## config.mk

```make
export PLATFORM = sky130hd
export DESIGN_NAME = serial_alu
export DESIGN_NICKNAME = d
export VERILOG_FILES = /design/src/rtl/alu_pkg.sv /design/src/rtl/alu_slice.sv /design/src/rtl/serial_alu.sv
export SDC_FILE = /design/constraint.sdc
export NUM_CORES = 1
export LEC_CHECK = 0
export ABC_AREA = 1
export BUFFER_PORTS_ARGS = -buffer_cell sky130_fd_sc_hd__buf_2
export CAP_MARGIN = 25
export CELL_PAD_IN_SITES_DETAIL_PLACEMENT = 0
export CELL_PAD_IN_SITES_GLOBAL_PLACEMENT = 1
export CORE_UTILIZATION = 30
export CTS_CLUSTER_DIAMETER = 120
export DETAILED_ROUTE_END_ITERATION = 16
export PLACE_DENSITY_LB_ADDON = 0.1
export SLEW_MARGIN = 20
export SYNTH_ARGS = -nofsm -noshare
export SYNTH_HDL_FRONTEND = slang
export SYNTH_SLANG_ARGS = --single-unit
```

## constraint.sdc

```tcl
create_clock -name clk -period 1.85 [get_ports clk]
set_input_delay 0.0925 -clock clk [delete_from_list [all_inputs] [get_ports clk]]
set_output_delay 0.0925 -clock clk [all_outputs]
set_load 0.02 [all_outputs]
```

## src/rtl/alu_pkg.sv

```systemverilog
// Shared definitions for the serial ALU: function-select codes, mode values
// and the sequencer state type.
package alu_pkg;

  localparam logic [3:0] FN_XOR      = 4'b0110;
  localparam logic [3:0] FN_XNOR_ADD = 4'b1001;

  localparam logic MODE_LOGIC = 1'b1;
  localparam logic MODE_ARITH = 1'b0;

  typedef enum logic [1:0] {
    IDLE,
    RUN,
    DONE
  } state_e;

endpackage

```

## src/rtl/alu_slice.sv

```systemverilog
// Combinational DIGIT-bit slice of a 74181-style ALU with active-high carry.
// With SERIAL_ALU_OVF_EN defined it also exports the carry into its top bit.
module alu_slice
  import alu_pkg::*;
#(
  parameter int DIGIT = 1
) (
  input  logic [DIGIT-1:0] a,
  input  logic [DIGIT-1:0] b,
  input  logic [3:0]       s,
  input  logic             m,
  input  logic             cin,
  output logic [DIGIT-1:0] f,
  output logic             cout
`ifdef SERIAL_ALU_OVF_EN
  ,
  output logic             c_msb
`endif
);

  logic [DIGIT-1:0] p;
  logic [DIGIT-1:0] g;
  logic [DIGIT:0]   c;

  // Every function is P + G (+cin) in arithmetic mode, or XNOR(P, G) in logic mode.
  assign p = a | (b & {DIGIT{s[0]}}) | (~b & {DIGIT{s[1]}});
  assign g = (a & b & {DIGIT{s[3]}}) | (a & ~b & {DIGIT{s[2]}});

  always_comb begin
    c    = '0;
    c[0] = cin;
    for (int i = 0; i < DIGIT; i++) begin
      c[i+1] = g[i] | (p[i] & c[i]);
    end
  end

  always_comb begin
    f    = p ^ g ^ c[DIGIT-1:0];
    cout = c[DIGIT];
    if (m == MODE_LOGIC) begin
      f    = ~(p ^ g);
      cout = 1'b0;
    end
  end

`ifdef SERIAL_ALU_OVF_EN
  assign c_msb = (m == MODE_LOGIC) ? 1'b0 : c[DIGIT-1];
`endif

endmodule

```

## src/rtl/serial_alu.sv

```systemverilog
// Digit-serial ALU: WIDTH-bit operation, DIGIT bits per clock, LSB first.
// Optional signed-overflow output enabled by defining SERIAL_ALU_OVF_EN.
module serial_alu
  import alu_pkg::*;
#(
  parameter int WIDTH = 8,
  parameter int DIGIT = 1
) (
  input  logic             clk,
  input  logic             rst_n,
  input  logic             start,
  input  logic [WIDTH-1:0] a,
  input  logic [WIDTH-1:0] b,
  input  logic [3:0]       s,
  input  logic             m,
  input  logic             cin,
  output logic             busy,
  output logic             done,
  output logic [WIDTH-1:0] result,
  output logic             cout,
  output logic             zero
`ifdef SERIAL_ALU_OVF_EN
  ,
  output logic             ovf
`endif
);

  localparam int NDIG  = WIDTH / DIGIT;
  localparam int CNT_W = (NDIG > 1) ? $clog2(NDIG) : 1;
  localparam logic [CNT_W-1:0] LAST = CNT_W'(NDIG - 1);

  state_e           state_q, state_d;
  logic [CNT_W-1:0] cnt_q, cnt_d;
  logic             carry_q, carry_d;
  logic [WIDTH-1:0] opa_q, opa_d;
  logic [WIDTH-1:0] opb_q, opb_d;
  logic [WIDTH-1:0] acc_q, acc_d;
  logic [WIDTH-1:0] result_q, result_d;
  logic [3:0]       s_q, s_d;
  logic             m_q, m_d;
  logic             cout_q, cout_d;
  logic             zero_q, zero_d;
  logic             accept;
  logic [DIGIT-1:0] slice_f;
  logic             slice_cout;
`ifdef SERIAL_ALU_OVF_EN
  logic             slice_c_msb;
  logic             ovf_q, ovf_d;
`endif

  alu_slice #(.DIGIT(DIGIT)) u_slice (
    .a    (opa_q[DIGIT-1:0]),
    .b    (opb_q[DIGIT-1:0]),
    .s    (s_q),
    .m    (m_q),
    .cin  (carry_q),
    .f    (slice_f),
    .cout (slice_cout)
`ifdef SERIAL_ALU_OVF_EN
    ,
    .c_msb(slice_c_msb)
`endif
  );

  always_comb begin
    state_d  = state_q;
    cnt_d    = cnt_q;
    carry_d  = carry_q;
    opa_d    = opa_q;
    opb_d    = opb_q;
    acc_d    = acc_q;
    result_d = result_q;
    s_d      = s_q;
    m_d      = m_q;
    cout_d   = cout_q;
    zero_d   = zero_q;
    accept   = 1'b0;
`ifdef SERIAL_ALU_OVF_EN
    ovf_d    = ovf_q;
`endif
    case (state_q)
      IDLE: accept = start;
      RUN: begin
        // Operands shift down so the slice always sees the current digit at the bottom.
        opa_d   = opa_q >> DIGIT;
        opb_d   = opb_q >> DIGIT;
        acc_d   = (acc_q >> DIGIT) | (WIDTH'(slice_f) << (WIDTH - DIGIT));
        carry_d = slice_cout;
        cnt_d   = cnt_q + CNT_W'(1);
        if (cnt_q == LAST) begin
          cnt_d    = '0;
          state_d  = DONE;
          result_d = acc_d;
          cout_d   = slice_cout;
          zero_d   = (acc_d == '0);
`ifdef SERIAL_ALU_OVF_EN
          ovf_d    = slice_c_msb ^ slice_cout;
`endif
        end
      end
      DONE: begin
        accept  = start;
        state_d = IDLE;
      end
      default: state_d = IDLE;
    endcase
    if (accept) begin
      opa_d   = a;
      opb_d   = b;
      s_d     = s;
      m_d     = m;
      carry_d = cin;
      cnt_d   = '0;
      state_d = RUN;
    end
  end

  always_ff @(posedge clk or negedge rst_n) begin
    if (!rst_n) begin
      state_q  <= IDLE;
      cnt_q    <= '0;
      carry_q  <= 1'b0;
      opa_q    <= '0;
      opb_q    <= '0;
      acc_q    <= '0;
      result_q <= '0;
      s_q      <= '0;
      m_q      <= MODE_ARITH;
      cout_q   <= 1'b0;
      zero_q   <= 1'b1;
`ifdef SERIAL_ALU_OVF_EN
      ovf_q    <= 1'b0;
`endif
    end else begin
      state_q  <= state_d;
      cnt_q    <= cnt_d;
      carry_q  <= carry_d;
      opa_q    <= opa_d;
      opb_q    <= opb_d;
      acc_q    <= acc_d;
      result_q <= result_d;
      s_q      <= s_d;
      m_q      <= m_d;
      cout_q   <= cout_d;
      zero_q   <= zero_d;
`ifdef SERIAL_ALU_OVF_EN
      ovf_q    <= ovf_d;
`endif
    end
  end

  assign busy   = (state_q == RUN);
  assign done   = (state_q == DONE);
  assign result = result_q;
  assign cout   = cout_q;
  assign zero   = zero_q;
`ifdef SERIAL_ALU_OVF_EN
  assign ovf    = ovf_q;
`endif

endmodule

```

==> flow_metrics.tcl, run 1 <==
set metrics [dict create \
    clkTransAtPathRegs_ns 0.08 \
    cp-endpoint "busy" \
    fin_crit_ns 1.525 \
    setup_ws_ns 0.3251 \
    rrSetupSlack_ns 0.41 \
    combPwrFrac_pct 41.3 \
    r2r-end "result[3]$_DFFE_PN0P_" \
    postLayoutCoreUtil_pct 37.85 \
    p_sw_share_pct 40.46 \
    start_util_pct 31.86 \
    syn-num-nets 235 \
    r2r_cells 7 \
    period_share_pct 82.43 \
    core_area_sq_um 6096 \
    r2r_start "cnt_q[0]$_DFFE_PN0P_" \
    gp_congestion 0.6821 \
    routed_wl_microns 4295 \
    start_kind "flip-flop" \
    synth.distinct_cells 25 \
    drc 0 \
    leakage_nw 1.182 \
    dp_hpwl_microns 3039 \
    io_pins 37 \
    finalClockSkew_ns 0.007514 \
    status "finished, final reports clean" \
    max_cap_viol_count 0 \
    cts_tree "yes" \
    rsz0062_at_grt "false" \
    portBuffers 36 \
    cts_setup_buffers 0 \
    dr_total_vias 1449 \
    h-tree-depth 2 \
    design_area_sq_um 2307 \
    wl_per_cell_microns 13.30 \
    grt_max_degree 26 \
    max_slew_margin_pct 66.54 \
    yosysMostFrequentCell "nand2_1" \
    internal_power_mw 2.362 \
    drt_first_iter_violations 67 \
    irDropWorstVdd_mv 0.6188 \
    postRouteAntennaNets 0 \
    grt_pass1_vias 1460 \
    fp-row-count 28 \
    place_ws_ns 0.4014 \
    clk_latency_ns 0.29 \
    ys_top_cells_by_area "dfrtp_1, nand2_1, inv_1" \
    clock_sinks 44 \
    place_area_sq_um 2190 \
    dr.pass1.iters 4 \
    worstPathArrival_ns 1.43 \
    synth_edf_count 0 \
    crit_type "flip-flop to primary output" \
    die_x_microns 82.46 \
    critPathLaunch "state_q[1]$_DFFE_PN0P_" \
    setup_viol 0 \
    antenna_found_initial 0 \
    crit_fanout 11 \
    slew_violations 0 \
    drive_above_1_share_pct 25.00 \
    max_freq_ghz 0.6558 \
    clockBufferDepth 2 \
    vias_per_cell 4.486 \
    die_height_microns 82.46 \
    synth_flop_cell "dfrtp_1" \
    synth_area_sq_um 1942 \
    die-area_sq_um 6799 \
    syn_to_final_growth_pct 18.81 \
    fill_cells 662 \
    clkPwrFrac_pct 18.2 \
    async_flop_share_pct 100.0 \
    yosysWarnings 0 \
    worstPathRequired_ns 1.76 \
    hold_violations 0 \
    synthTopCellsByCount "nand2_1, dfrtp_1, inv_1" \
    ys_seq_elements 44 \
    tightest_slew_ns 0.5019 \
    power_switching_mw 1.606 \
    grt_pass1_wl_microns 7210 \
    cts_root_buf "clkbuf_8" \
    netlist.area_leader.share_pct 55.41 \
    synth_area_per_cell_sq_um 9.336 \
    num_antenna_cells 0 \
    grt_usage_pct 14.52 \
    yosysSeqAreaShare_pct 56.77 \
    pwr_density_cell_nw_per_um2 1720 \
    cts_made_buffers 5 \
    syn_inst 208 \
    hold_path.class "primary input to flip-flop" \
    pwr-share-seq_pct 40.5 \
    synth_largest_area_cell "dfrtp_1" \
    worstSetupEndpointType "primary output" \
    fin_setup_tns_ns 0 \
    fin_nets 274 \
    grt_overflow 0 \
]
## placed cells by master, fill, tap and decap left out, types with 4 or more instances in the layout
cell type / netlist / routed
buf_2: 1 / 36
clkbuf_8: 0 / 5
dfrtp_1: 43 / 43
inv_1: 28 / 28
nand2_1: 72 / 72
nand3_1: 11 / 11
o211ai_1: 4 / 4
o21ai_0: 9 / 9
o21ai_2: 9 / 9
o221ai_1: 6 / 6
## worst max-delay path: stages, from the launching register on
cell	delay (ns)
dfrtp_1	0.37
inv_1	0.10
nand2_4	0.11
inv_1	0.33
buf_2	0.24
## kinds of logic (layout without fill, tap and decap cells)
logic type | count (synthesis) | after routing | synth area share, %
and+or+nand+nor | 91 | 91 | 20.62
buffers and inverters | 37 | 77 | 8.569
DFF | 44 | 44 | 56.77
adders and majority gates | 2 | 2 | 1.288
AOI/OAI and AO/OA | 34 | 34 | 12.76
## cell type report
class / instances / area (sq um) / area share, %
Tap cell: 75 / 93.84 / 4.067
Multi-Input combinational cell: 127 / 673.1 / 29.18
Sequential cell: 44 / 1102 / 47.78
Timing Repair Buffer: 39 / 217.7 / 9.436
Inverter: 30 / 112.6 / 4.881
Clock inverter: 2 / 35.03 / 1.518
Clock buffer: 6 / 72.57 / 3.145
## how the worst min path moves through the flow
stage / from / slack (ns) / cells after the start / end
final: s[0] / 0.008 / 3 / s_q[0]$_DFFE_PN0P_
after global routing: s[2] / 0.006 / 3 / s_q[2]$_DFFE_PN0P_
after CTS: s[2] / 0.00005 / 3 / s_q[2]$_DFFE_PN0P_
after detailed placement: rst_n / 0.09 / 1 / opb_q[2]$_DFFE_PN0P_
after global placement: rst_n / 0.09 / 1 / opb_q[2]$_DFFE_PN0P_
after floorplan: rst_n / -0.20 / 0 / acc_q[1]$_DFFE_PN0P_
## power groups by stage
stage               Clock [mW]  Combinational [mW]  Sequential, mW
finish                   0.724                1.64            1.61
global route             0.786                1.88            1.67
CTS                      0.751                1.67            1.61
detailed placement           0                1.66            1.62
global placement             0                1.66            1.62
floorplan                    0                1.13            1.71
## per-stage QoR
stage,hold WS (ns),power [mW],instances
final,0.008177,3.968,323
after global routing,0.006421,4.336,323
after CTS,0.00004771,4.033,323
after detailed placement,0.08818,3.284,314
after global placement,0.08672,3.279,314
after floorplan,-0.2031,2.843,208
## flip-flops by register name, indices dropped and copies added, names as in the netlist
| signal | count |
|---|---|
| cout | 1 |
| result | 8 |
| carry_q | 1 |
| s_q | 4 |
| opa_q | 8 |
| cnt_q | 3 |
| zero | 1 |
| acc_q | 7 |
| state_q | 2 |
| opb_q | 8 |
| m_q | 1 |
## per-layer routing
layer	vias to the layer above	global-route usage (%)	routed length, microns
li1	739	-	-
met1	687	20.90	2236
met2	21	21.90	1903
met3	2	3.297	141
met4	0	3.684	14
met5	-	0	0
## what timing repair did
action,4_1_cts,5_1_grt
setup endpoints to repair,0,0
endpoints found under the hold margin,18,0
gates resized for setup,0,0
hold buffers,1,0
Power figures use the tool's default switching activity.
==> run 2, diff against run 1 <==
==> constraint.sdc (replaced) <==
create_clock -name clk -period 1.59 [get_ports clk]
set_input_delay 0.0795 -clock clk [delete_from_list [all_inputs] [get_ports clk]]
set_output_delay 0.0795 -clock clk [all_outputs]
set_load 0.02 [all_outputs]
==> run 2 against run 1 <==
Hold slack worse by 0.00054 ns. Setup slack worse by 0.21 ns. Routed wire length fell by 1.7%. Sequential power up 16%. Register-to-register slack got worse by 0.18 ns. First-iteration DRC count is 13% lower. Non-clock buffer count increased by 10. Design area up 3.8%. Via count increased by 2.4%. Clock power increased by 6.4%. Critical path type unchanged. Largest cell class unchanged.
==> flow_metrics.tcl, run 2 (same netlist as run 1, synthesis figures left out) <==
set metrics [dict create \
    gp_congestion 0.7230 \
    cpMaxStageDelayCell "dfrtp_1" \
    drt_first_iter_violations 58 \
    period_share_pct 92.90 \
    worstSetupEndpointType "primary output" \
    die_x_microns 82.46 \
    wl_per_cell_microns 12.68 \
    power_switching_mw 1.863 \
    grt_overflow 0 \
    place_ws_ns 0.1335 \
    worstPathArrival_ns 1.40 \
    syn_to_final_growth_pct 23.32 \
    cts_setup_buffers 0 \
    grt_max_degree 29 \
    design_area_sq_um 2395 \
    cts_made_buffers 5 \
    drc 0 \
    clkPwrFrac_pct 16.7 \
    num_antenna_cells 0 \
    cp_common_cell "inv_1" \
    pwr-share-seq_pct 40.6 \
    hold_violations 0 \
    cts_root_buf "clkbuf_8" \
    route.met3.wl_microns 145 \
    fin_nets 284 \
    hold_path.class "primary input to flip-flop" \
    start_util_pct 31.86 \
    fin_crit_ns 1.477 \
    h-tree-depth 2 \
    setup_viol 0 \
    routed-wl-met2_microns 1902 \
    postRouteAntennaNets 0 \
    max_freq_ghz 0.6770 \
    irDropWorstVdd_mv 0.7314 \
    io_pins 37 \
    p_sw_share_pct 40.55 \
    internal_power_mw 2.732 \
    dp_hpwl_microns 3059 \
    rrSetupSlack_ns 0.23 \
    crit_chain "inv_1 -> nand2_4 -> inv_1 -> buf_2" \
    place_inst 317 \
    hold_depth 3 \
    crit_fanout 9 \
    max_cap_viol_count 0 \
    fp-row-count 28 \
    tightest_slew_ns 0.4308 \
    met1_length_microns 2131 \
    r2r_cells 8 \
    clock_sinks 44 \
    routed_wl_microns 4222 \
    dr_total_vias 1484 \
    final-seq-area_sq_um 1102 \
    die-area_sq_um 6799 \
    pwr_density_cell_nw_per_um2 1919 \
    vias_per_cell 4.456 \
    die_height_microns 82.46 \
    slew_violations 0 \
    portBuffers 36 \
    final_common_cell "nand2_1" \
    dr.pass1.iters 4 \
    clk_latency_ns 0.29 \
    antenna_found_initial 0 \
    setup_ws_ns 0.1128 \
    core_area_sq_um 6096 \
    crit_type "flip-flop to primary output" \
    multiInputGateArea_sq_um 673.1 \
    fin_setup_tns_ns 0 \
    leakage_nw 1.223 \
    grt_usage_pct 14.44 \
    fill_cells 651 \
    cts_tree "yes" \
    start_kind "flip-flop" \
    rsz0062_at_grt "false" \
    grt_pass1_wl_microns 7176 \
    combPwrFrac_pct 42.7 \
    drive_above_1_share_pct 25.19 \
    top_layer_used "met4" \
    finalClockSkew_ns 0.008560 \
    max_stage_delay_ns 0.36 \
    max_slew_margin_pct 71.28 \
    clockBufferDepth 2 \
    worstPathRequired_ns 1.51 \
    instances_no_fill 333 \
    place_area_sq_um 2212 \
    clkTransAtPathRegs_ns 0.09 \
    status "finished, final reports clean" \
    grt_pass1_vias 1479 \
    final_cell_mix "nand2_1, dfrtp_1, buf_2" \
]
## run 2: cell types whose count changed in the layout (fill, tap and decap cells not counted)
cell / change
clkinv_2: -1
clkbuf_8: +2
buf_4: +3
inv_2: -1
dlygate4sd3_1: +7
inv_4: +1
bufinv_16: -1
## run 2: layout make-up
cell class | instances | area share, %
multi-input combinational | 127 | 28.11
timing repair buffer | 49 | 12.96
inverter | 30 | 4.807
clock buffer | 8 | 4.180
tap | 75 | 3.918
sequential | 44 | 46.03
## run 2: critical path: cells and delay by family, from the launching register on
family / cells / cell delay [ns]
flops: 1 / 0.36
buf+inv: 3 / 0.63
simple gates: 1 / 0.11
## run 2: worst paths after layout
path | start | to
max reg2reg | state_q[1]$_DFFE_PN0P_ | zero$_DFFE_PN1P_
min in group asynchronous | rst_n | opb_q[1]$_DFFE_PN0P_
max | state_q[1]$_DFFE_PN0P_ | busy
max in group asynchronous | rst_n | zero$_DFFE_PN1P_
min | a[4] | opa_q[4]$_DFFE_PN0P_
min reg2reg | zero$_DFFE_PN1P_ | zero$_DFFE_PN1P_
## run 2: power groups by stage
stage / Combinational [mW] / Clock, mW / Sequential, mW
floorplan: 1.32 / 0 / 1.99
detailed placement: 1.97 / 0 / 1.89
global placement: 1.96 / 0 / 1.89
CTS: 2.00 / 0.798 / 1.87
global route: 2.27 / 0.837 / 1.93
finish: 1.96 / 0.770 / 1.87
## run 2: stage by stage
| step | utilization, % | power [mW] | hold slack [ns] |
|---|---|---|---|
| global route | 39.29 | 5.032 | 0.005557 |
| detailed placement | 36.29 | 3.860 | 0.04344 |
| global placement | 36.29 | 3.853 | 0.04281 |
| finish | 39.29 | 4.595 | 0.007639 |
| CTS | 39.24 | 4.665 | 0.001061 |
| floorplan | - | 3.308 | -0.2161 |
## run 2: timing repair
action / CTS / global route
hold endpoints to repair: 23 / 0
setup endpoints to repair: 0 / 1
resized for setup: 0 / 2
hold buffers: 8 / 0
## run 2: per-layer routing
layer	vias up	global-route usage, %
met1	691	19.99
met3	5	3.407
met4	0	4.737
met5	-	0
met2	30	22.15
li1	758	-
